[config.mk]
export PLATFORM = sky130hd
export DESIGN_NAME = instr_fetch_unit
export DESIGN_NICKNAME = d
export VERILOG_FILES = /design/src/rtl/mips_pkg.sv /design/src/rtl/fetch_perf_cnt.sv /design/src/rtl/instr_fetch_unit.sv
export SDC_FILE = /design/constraint.sdc
export NUM_CORES = 1
export LEC_CHECK = 0
export ABC_AREA = 1
export CAP_MARGIN = 20
export CORE_ASPECT_RATIO = 1.5
export CORE_UTILIZATION = 47
export DETAILED_ROUTE_END_ITERATION = 8
export GPL_ROUTABILITY_DRIVEN = 0
export PLACE_DENSITY = 0.84
export SLEW_MARGIN = 20
export SYNTH_ARGS = -nofsm -noshare
export SYNTH_HDL_FRONTEND = slang
export SYNTH_SLANG_ARGS = --single-unit
[constraint.sdc]
create_clock -name clk -period 5 [get_ports clk]
set_input_delay 1 -clock clk [delete_from_list [all_inputs] [get_ports clk]]
set_output_delay 1 -clock clk [all_outputs]
set_load 0.05 [all_outputs]
[src/rtl/mips_pkg.sv]
// Shared MIPS definitions: opcode constants, fetch FSM encoding, reset PC default
// and a word-alignment helper used by the fetch stage.
package mips_pkg;

  localparam logic [5:0] OP_RTYPE = 6'h00;
  localparam logic [5:0] OP_J     = 6'h02;
  localparam logic [5:0] OP_BEQ   = 6'h04;
  localparam logic [5:0] OP_LW    = 6'h23;
  localparam logic [5:0] OP_SW    = 6'h2B;

  localparam logic [31:0] RESET_PC_DEFAULT = 32'h0000_0000;

  typedef enum logic [1:0] {
    ST_IDLE = 2'd0,
    ST_REQ  = 2'd1,
    ST_WAIT = 2'd2,
    ST_HOLD = 2'd3
  } fetch_state_e;

  // Force an address onto a word boundary; the low two bits are dropped silently.
  function automatic logic [31:0] word_align(input logic [31:0] addr);
    return {addr[31:2], 2'b00};
  endfunction

endpackage

[src/rtl/fetch_perf_cnt.sv]
// Fetch performance counters: retired fetches and stalled HOLD cycles.
// Both are 32-bit free-running and wrap to zero.
module fetch_perf_cnt (
  input  logic        clk,
  input  logic        rst,
  input  logic        consume,
  input  logic        stall,
  output logic [31:0] fetch_count,
  output logic [31:0] stall_cycles
);

  // Count consumes and backpressured HOLD cycles.
  always_ff @(posedge clk or posedge rst) begin
    if (rst) begin
      fetch_count  <= 32'd0;
      stall_cycles <= 32'd0;
    end else begin
      if (consume) fetch_count  <= fetch_count + 32'd1;
      if (stall)   stall_cycles <= stall_cycles + 32'd1;
    end
  end

endmodule

[src/rtl/instr_fetch_unit.sv]
// Instruction fetch stage: IDLE -> REQ -> WAIT -> HOLD -> REQ ...
// One imem read outstanding at most. Valid/ready: a transfer happens on a rising
// edge where both valid and ready are high; the source keeps valid and payload
// stable until that edge. The rsp channel has no ready: a rsp_valid pulse is only
// captured in WAIT and ignored in every other state.
// Optional feature: define FETCH_PERF_CNT_EN to add fetch_count/stall_cycles.
module instr_fetch_unit
  import mips_pkg::*;
#(
  parameter logic [31:0] RESET_PC = RESET_PC_DEFAULT
) (
  input  logic        clk,
  input  logic        rst,
  output logic        imem_req_valid,
  input  logic        imem_req_ready,
  output logic [31:0] imem_req_addr,
  input  logic        imem_rsp_valid,
  input  logic [31:0] imem_rsp_data,
  output logic        instrn_valid,
  input  logic        instrn_ready,
  output logic [31:0] instrn,
  output logic [5:0]  instrn_opcode,
  output logic [31:0] address_plus_4,
  input  logic [31:0] ctrl_in_address,
  output logic [1:0]  state_dbg,
`ifdef FETCH_PERF_CNT_EN
  output logic [31:0] fetch_count,
  output logic [31:0] stall_cycles,
`endif
  output logic        busy_dbg
);

  fetch_state_e state_q, state_d;
  logic [31:0]  pc_q;
  logic [31:0]  instrn_q;
  logic [31:0]  addr_p4_q;
  logic         req_fire;
  logic         rsp_capture;
  logic         consume;

  // State register.
  always_ff @(posedge clk or posedge rst) begin
    if (rst) state_q <= ST_IDLE;
    else     state_q <= state_d;
  end

  // Next-state and decoded handshake outputs.
  always_comb begin
    state_d        = state_q;
    imem_req_valid = 1'b0;
    instrn_valid   = 1'b0;
    req_fire       = 1'b0;
    rsp_capture    = 1'b0;
    consume        = 1'b0;
    case (state_q)
      ST_IDLE: state_d = ST_REQ;
      ST_REQ: begin
        imem_req_valid = 1'b1;
        if (imem_req_ready) begin
          req_fire = 1'b1;
          state_d  = ST_WAIT;
        end
      end
      ST_WAIT: begin
        if (imem_rsp_valid) begin
          rsp_capture = 1'b1;
          state_d     = ST_HOLD;
        end
      end
      ST_HOLD: begin
        instrn_valid = 1'b1;
        if (instrn_ready) begin
          consume = 1'b1;
          state_d = ST_REQ;
        end
      end
      default: state_d = ST_IDLE;
    endcase
  end

  // PC and captured-instruction registers.
  always_ff @(posedge clk or posedge rst) begin
    if (rst) begin
      pc_q      <= word_align(RESET_PC);
      instrn_q  <= 32'd0;
      addr_p4_q <= 32'd0;
    end else begin
      if (rsp_capture) begin
        instrn_q  <= imem_rsp_data;
        addr_p4_q <= pc_q + 32'd4;
      end
      if (consume) pc_q <= word_align(ctrl_in_address);
    end
  end

  assign imem_req_addr  = pc_q;
  assign instrn         = instrn_q;
  assign instrn_opcode  = instrn_q[31:26];
  assign address_plus_4 = addr_p4_q;
  assign state_dbg      = state_q;
  assign busy_dbg       = req_fire | (state_q == ST_WAIT);

`ifdef FETCH_PERF_CNT_EN
  fetch_perf_cnt u_perf (
    .clk          (clk),
    .rst          (rst),
    .consume      (consume),
    .stall        (instrn_valid & ~instrn_ready),
    .fetch_count  (fetch_count),
    .stall_cycles (stall_cycles)
  );
`endif

endmodule

# Word level (Yosys, flattened, before mapping)
# Index checks and enable logic that the tools add are counted.
[word_totals] ff_bits=96 in_bits=69 out_inout_bits=107 wordCells=26
[classes] n_addsub=1 eq_ne=6 n_mux=12 n_bitwise=1 reduce_logical=2
[ops] op="32-bit by 3-bit adder with 32-bit output, second input constant" count=1
[ops] op="1-bit 2-to-1 mux" count=8
[ops] op="2-bit one-hot mux with 4 select lines" count=1
[ops] op="2-bit 2-to-1 mux" count=3
[ops] op="2-bit inequality test, second input constant" count=3
[ops] op="2-bit equality test, second input constant" count=2
[ops] op="3-bit AND reduction" count=1
[ops] op="2-bit by 1-bit equality test with 1-bit output, second input constant" count=1
[ops] op="2-bit zero test" count=1
[ops] op="1-bit OR" count=1

# Logic depth before layout (Yosys ltp)
# Gate-level depths: netlist of the first run.
[logic_depth] word_depth=3 ltp_mapped=9 depth_no_buf=9

# Least setup slack after synthesis of the first run
# Ideal clock, no wire load.
[synth_path] path_type="reg2out" startpoint="reg state_q[0] (netlist: state_dbg[0])" endpoint="out busy_dbg" arrival_time_ns=1.711 t_required_ns=4.000 path_slack_ns=2.289 stages_incl_launch_ff=4 n_path_buf=0 path_cell_list="dfrtp_1 > ha_1 > nand2_1 > nand2_1"
[synth_via] elab_chain_cells=3 word_cells_on_any_way=4 classes_between="eq/ne: 2; mux: 1; bitwise: 1"
[synth_lines] item="start: declaration" line_no="instr_fetch_unit.sv:33" source="fetch_state_e state_q, state_d;"
[synth_lines] item="start signal: assignment" line_no="instr_fetch_unit.sv:44" source="else state_q <= state_d;"
[synth_lines] item="2-bit by 1-bit equality test with 1-bit output" line_no="instr_fetch_unit.sv:55" source="case (state_q)"
[synth_lines] item="1-bit 2-to-1 mux" line_no="instr_fetch_unit.sv:55"
[synth_lines] item="1-bit OR (*)" line_no="instr_fetch_unit.sv:101" source="assign busy_dbg = req_fire | (state_q == ST_WAIT);"
[synth_lines] item="end: declaration" line_no="instr_fetch_unit.sv:30" source="output logic busy_dbg"
# Mark *: on every way between the ends. The rest lies on a longest branch, timed or not.

# Final worst setup path of the first run
[layout_path] startpoint="in imem_req_ready" endpoint="out busy_dbg"
[layout_via] elab_chain_cells=3
[layout_lines] item="start: declaration" line_no="instr_fetch_unit.sv:15" source="input logic imem_req_ready,"
[layout_lines] item="1-bit 2-to-1 mux" line_no="instr_fetch_unit.sv:59" source="if (imem_req_ready) begin"
[layout_lines] item="1-bit 2-to-1 mux" line_no="instr_fetch_unit.sv:55"
[layout_lines] item="1-bit OR" line_no="instr_fetch_unit.sv:101"
# Every way passes these cells.

==> impl_metrics.toml, run 1 <==
[outcome]
status = "completed"

[grt]
gr-total-overflow = 0
met3_usage_pct = 4.96
busiest_layer = "met2"
grt_max_degree = 69
gr-usage-all-layers_pct = 25.2
grt_pass1_wl_um = 18900
grt_pass1_vias = 4134
met1_usage_pct = 28.8
grt_use_met2_pct = 41.5
antenna_found_initial = 0

[hold_path]
hold_start = "address_plus_4[21]"
min_path_type = "reg2reg"

[drt]
detail_route.drc_violations = 0
avgViaCountPerCell = 5.03
drtIter0Drc = 190
drtPass1Iterations = 4
finalWirelength_um = 12000
vias = 4213
postRouteAntennaNets = 0
avgRoutedWirePerCell_um = 14.3

[layout]
diodes = 0
layout-drive-gt1-share_pct = 6.90
nets = 793
areaGrowthSynthToFinish_pct = 45.1
fillers = 749
post-route-util_pct = 70.1

[timing]
worst_slack_ps = 1630
final-setup-viol-count = 0
tns_ps = 0
relSlewSlack_pct = 34.3
slew_violations = 0
clock.fmax_ghz = 0.297
rsz0062_at_grt = "no"
skew_ps = 10.4
hold_viol = 0
period_share_pct = 67.4
period_minus_slack_ps = 3370
tightest_slew_ps = 984

[synthesis]
yosysSeqAreaShare_pct = 52.6
synth_most_common_cell = "nand2_1"
synthCells = 564
ys.flop_type = "dfrtp_1"
yosys-top-cells-area = "dfrtp_1 53%, nand2_1 19%, nor2_1 4.3%"
yosysUniqueCellTypes = 24
synth_top_area_share_pct = 52.6
postSynthAreaPerCell_um2 = 7.93
synth-seq-cells = 94
synthArstFlopShare_pct = 100
ys_warn_count = 0
synth.cell_area_um2 = 4470
synth_top_cells_by_count = "228 x nand2_1, 94 x dfrtp_1, 51 x nor2_1"
synth_top_area_cell = "dfrtp_1"
synth_edf_count = 0

[clocking]
post_cts_buffers = 0
clockBufferDepth = 2
path_clk_slew_ps = 60
htree_levels = 3
cts_resized = 0
numCtsBuffers = 9
hold_buffers = 0
clk_latency_ps = 350
cts_root_buffer = "clkbuf_16"
cts.sinks = 94
cts_tree = "built"

[place]
pre_cts_ws_ps = 1630
numPortBuffers = 169
dp_hpwl_um = 8660

[pwr]
p_seq_share_pct = 26.8
power.leakage_nw = 3.13
pwr_density_cell_nw_per_um2 = 821
power_switching_mw = 2.81
clkPwrFrac_pct = 13.2
power_frac_comb_pct = 60.0
ir_drop_mv = 0.545
sw_frac_of_total_pct = 52.7
power.internal_mw = 2.52

[floorplan]
die_area_um2 = 9920
rows = 43
die_w_um = 81.7
fp.coreArea_um2 = 9250
start_util_pct = 48.3
fp.dieH_um = 121
io_pins = 176

[run]
drv_cap = 0

[critical_path]
end_kind = "primary output"
critPathKind = "in2out"
critPathLaunchType = "input port"
worstPathMaxFanout = 2
crit_start = "imem_req_ready"
critPathRequiredTime_ps = 4000
reg2reg_from = "state_dbg[0]"
arrival_ps = 2370
layout make-up:
type,instances,area [µm²],area share [%]
Multi-Input combinational cell,401,1820,28.0
Clock inverter,6,68.8,1.06
Tap cell,112,140,2.16
Sequential cell,94,2350,36.2
Clock buffer,10,239,3.68
Timing Repair Buffer,171,1710,26.3
Inverter,43,164,2.53
flip-flops by register name (all words and copies together), names as in the netlist:
| name | cells |
|---|---|
| address_plus_4 | 30 |
| imem_req_addr | 30 |
| instrn | 32 |
| state_dbg | 2 |
layer usage:
layer | routed length (µm) | share of wire (%)
met3 | 775 | 6.5
met4 | 598 | 5.0
met1 | 4610 | 39
met2 | 5980 | 50
met5 | 0 | 0
critical path, cell delays in order:
cell and delay (ps):
clkdlybuf4s50_1 470, nand2_1 50, nand2_1 60, clkdlybuf4s50_1 790
path summary, 6_finish.rpt:
| kind | cells after the start | slack, ps | endpoint |
|---|---|---|---|
| max in group asynchronous | 3 | 2930 | instrn[26] |
| min in group asynchronous | 2 | 1170 | instrn[19] |
| hold reg to reg | 2 | 480 | address_plus_4[21] |
| setup reg to reg | 6 | 3100 | address_plus_4[12] |
| setup / recovery | 4 | 1630 | busy_dbg |
| hold / removal | 2 | 480 | address_plus_4[21] |
cells in the final DEF (no fill, tap or decap):
master and instances:
nand2_1 226, clkdlybuf4s50_1 169, dfrtp_1 94, nor2_1 51, inv_1 41, nand3_1 35
a21oi_1 28, o21ai_0 15, clkbuf_16 9, nand2_2 8, nor2_4 8, nor2_2 7
mux2_2 4, xor2_1 4, ha_1 4, conb_1 4, nand2_4 3, inv_6 2
buf_4 2, inv_2 1, o221ai_1 1, inv_4 1, a31oi_1 1, and2_1 1
nand4_1 1, clkinvlp_4 1, clkinv_4 1, clkinv_2 1, clkbuf_8 1, bufinv_16 1
power groups by stage:
stage | Sequential (mW) | Combinational [mW] | Clock [mW]
6_report | 1.43 | 3.20 | 0.704
5_1_grt | 1.48 | 3.39 | 0.745
2_1_floorplan | 2.62 | 0.954 | 0
3_5_place_dp | 1.43 | 3.20 | 0
4_1_cts | 1.43 | 3.21 | 0.714
3_3_place_gp | 1.42 | 3.14 | 0
kinds of logic (layout without fill, tap and decap cells):
group | after synthesis | in the layout | synth area share, %
buffers and inverters | 72 | 230 | 7.19
adders and majority gates | 4 | 4 | 1.12
DFF | 94 | 94 | 52.6
xor gates and xnor gates | 4 | 4 | 0.783
other | 1 | 4 | 0.0838
and+or+nand+nor | 340 | 340 | 32.1
AOI/OAI and AO/OA | 45 | 45 | 5.15
muxes | 4 | 4 | 1.01
metrics by stage:
| stage | std cells | total power, mW | hold WS, ps | cell area, µm² |
|---|---|---|---|---|
| final | 837 | 5.33 | 478 | 6490 |
| after global routing | 837 | 5.61 | 490 | 6490 |
| after CTS | 837 | 5.35 | 482 | 6490 |
| after detailed placement | 821 | 4.63 | 464 | 6180 |
| after global placement | 821 | 4.57 | 461 | 6180 |
| after floorplan | 567 | 3.58 | 756 | 4480 |
Note: power is estimated with default switching activity, not from simulation.
==> run 2, diff against run 1 <==
- CORE_UTILIZATION: 47 -> 44
- PLACE_DENSITY: 0.84 -> 0.79
- clock period: 5 -> 3.3 ns (I/O delays scaled with it)
==> impl_metrics.toml, run 2 (same netlist as run 1, synthesis figures left out) <==
[timing]
tns_ps = 0
rsz0062_at_grt = "no"
worst_slack_ps = 569
clock.fmax_ghz = 0.366
final-setup-viol-count = 0
hold_viol = 0
period_share_pct = 82.7
skew_ps = 6.29
slew_violations = 0
relSlewSlack_pct = 56.2
tightest_slew_ps = 655
period_minus_slack_ps = 2730

[critical_path]
end_kind = "primary output"
worstPathMaxFanout = 2
cp_num_buf_inv = 2
critPathRequiredTime_ps = 2640
critPathLaunchType = "input port"
slowest_delay_ps = 800
cp_cell_sequence = "clkdlybuf4s50_1 -> nand2_1 -> nand2_1 -> clkdlybuf4s50_1"
crit_family = "buffers and inverters"
critPathKind = "in2out"
critPathSlowestCell = "clkdlybuf4s50_1"
arrival_ps = 2070

[pwr]
power.leakage_nw = 3.13
pwr_density_cell_nw_per_um2 = 1230
finalPower_mw = 8.00
ir_drop_mv = 0.709

[outcome]
violations = "DRC"
status = "finished, violations left"

[hold_path]
min_path_type = "reg2reg"

[clocking]
cts_resized = 0
numCtsBuffers = 9
cts.sinks = 94
cts_tree = "built"
htree_levels = 3
post_cts_buffers = 0
clk_latency_ps = 330
cts_root_buffer = "clkbuf_16"
path_clk_slew_ps = 60
clockBufferDepth = 2
hold_buffers = 0

[drt]
avgRoutedWirePerCell_um = 14.1
drtIter0Drc = 192
finalWirelength_um = 11900
avgViaCountPerCell = 4.92
drtPass1Iterations = 7
vias = 4149
detail_route.drc_violations = 11
postRouteAntennaNets = 0

[floorplan]
io_pins = 176
die_w_um = 84.3
fp.dieH_um = 125
start_util_pct = 45.6
rows = 44
fp.coreArea_um2 = 9800
die_area_um2 = 10600

[grt]
grt_pass1_wl_um = 19500
antenna_found_initial = 0
grt_pass1_vias = 4135
gr-total-overflow = 0
gr-usage-all-layers_pct = 23.2
grt_max_degree = 66

[place]
pre_cts_ws_ps = 570
numPortBuffers = 169
dp_hpwl_um = 8940

[layout]
areaGrowthSynthToFinish_pct = 45.3
layout-drive-gt1-share_pct = 6.87
final_common_cell = "nand2_1"
diodes = 0
nets = 796
fillers = 863
largest_reg_flops = 32
final_cell_mix = "226 x nand2_1, 169 x clkdlybuf4s50_1, 94 x dfrtp_1, 51 x nor2_1, 41 x inv_1"

[run]
drv_cap = 0
-- run 2: cell types whose count changed in the layout (fill, tap and decap cells not counted) --
cell | before | now
buf_4 | 2 | 4
clkinv_4 | 1 | 0
inv_6 | 2 | 0
clkbuf_8 | 1 | 0
nand2_4 | 3 | 2
clkinv_2 | 1 | 2
nand2_2 | 8 | 9
buf_12 | 0 | 1
clkbuf_1 | 0 | 3
-- run 2: final timing paths --
kind | from | depth (start not counted) | slack [ps] | end
worst max-delay path | imem_req_ready | 4 | 570 | busy_dbg
worst min-delay path | address_plus_4[15] | 2 | 480 | address_plus_4[15]
worst max register to register | state_dbg[0] | 5 | 1450 | imem_req_addr[28]
worst min register to register | address_plus_4[15] | 2 | 480 | address_plus_4[15]
max in group asynchronous | rst | 3 | 1860 | address_plus_4[31]
min in group asynchronous | rst | 2 | 760 | instrn[6]
-- run 2: power breakdown --
part / switching (mW) / internal (mW) / total (mW)
registers: 0.470 / 1.70 / 2.17
logic: 3.32 / 1.52 / 4.84
clock network: 0.405 / 0.585 / 0.991
-- run 2: layout make-up --
| cell class | count | area (µm²) | area share [%] |
|---|---|---|---|
| clock buffer | 12 | 236 | 3.64 |
| clock inverter | 4 | 47.5 | 0.731 |
| inverter | 43 | 164 | 2.52 |
| multi-input combinational | 401 | 1820 | 27.9 |
| sequential | 94 | 2350 | 36.2 |
| tap | 115 | 144 | 2.21 |
| timing repair buffer | 174 | 1740 | 26.8 |
-- run 2: metrics by stage --
stage / hold WS [ps] / area (µm²) / utilization, % / cells
2_1_floorplan: 756 / 4480 / - / 567
6_report: 478 / 6500 / 66.3 / 843
5_1_grt: 504 / 6500 / 66.3 / 843
3_5_place_dp: 466 / 6220 / 63.4 / 827
3_3_place_gp: 463 / 6220 / 63.4 / 827
4_1_cts: 484 / 6500 / 66.3 / 843
-- run 2: worst min-delay path, stage by stage, from the launching register on --
cell     delay, ps
dfrtp_1        340
nand2_1         50
nand2_1         50
-- run 2: routing by layer --
layer,part of all wire (%),routed length (µm),track usage (%),up-vias
met4,2.6,306,10.4,0
met2,52,6170,41.0,151
li1,-,-,-,2047
met1,39,4610,27.0,1930
met3,6.5,765,4.22,21
met5,0,0,0,-
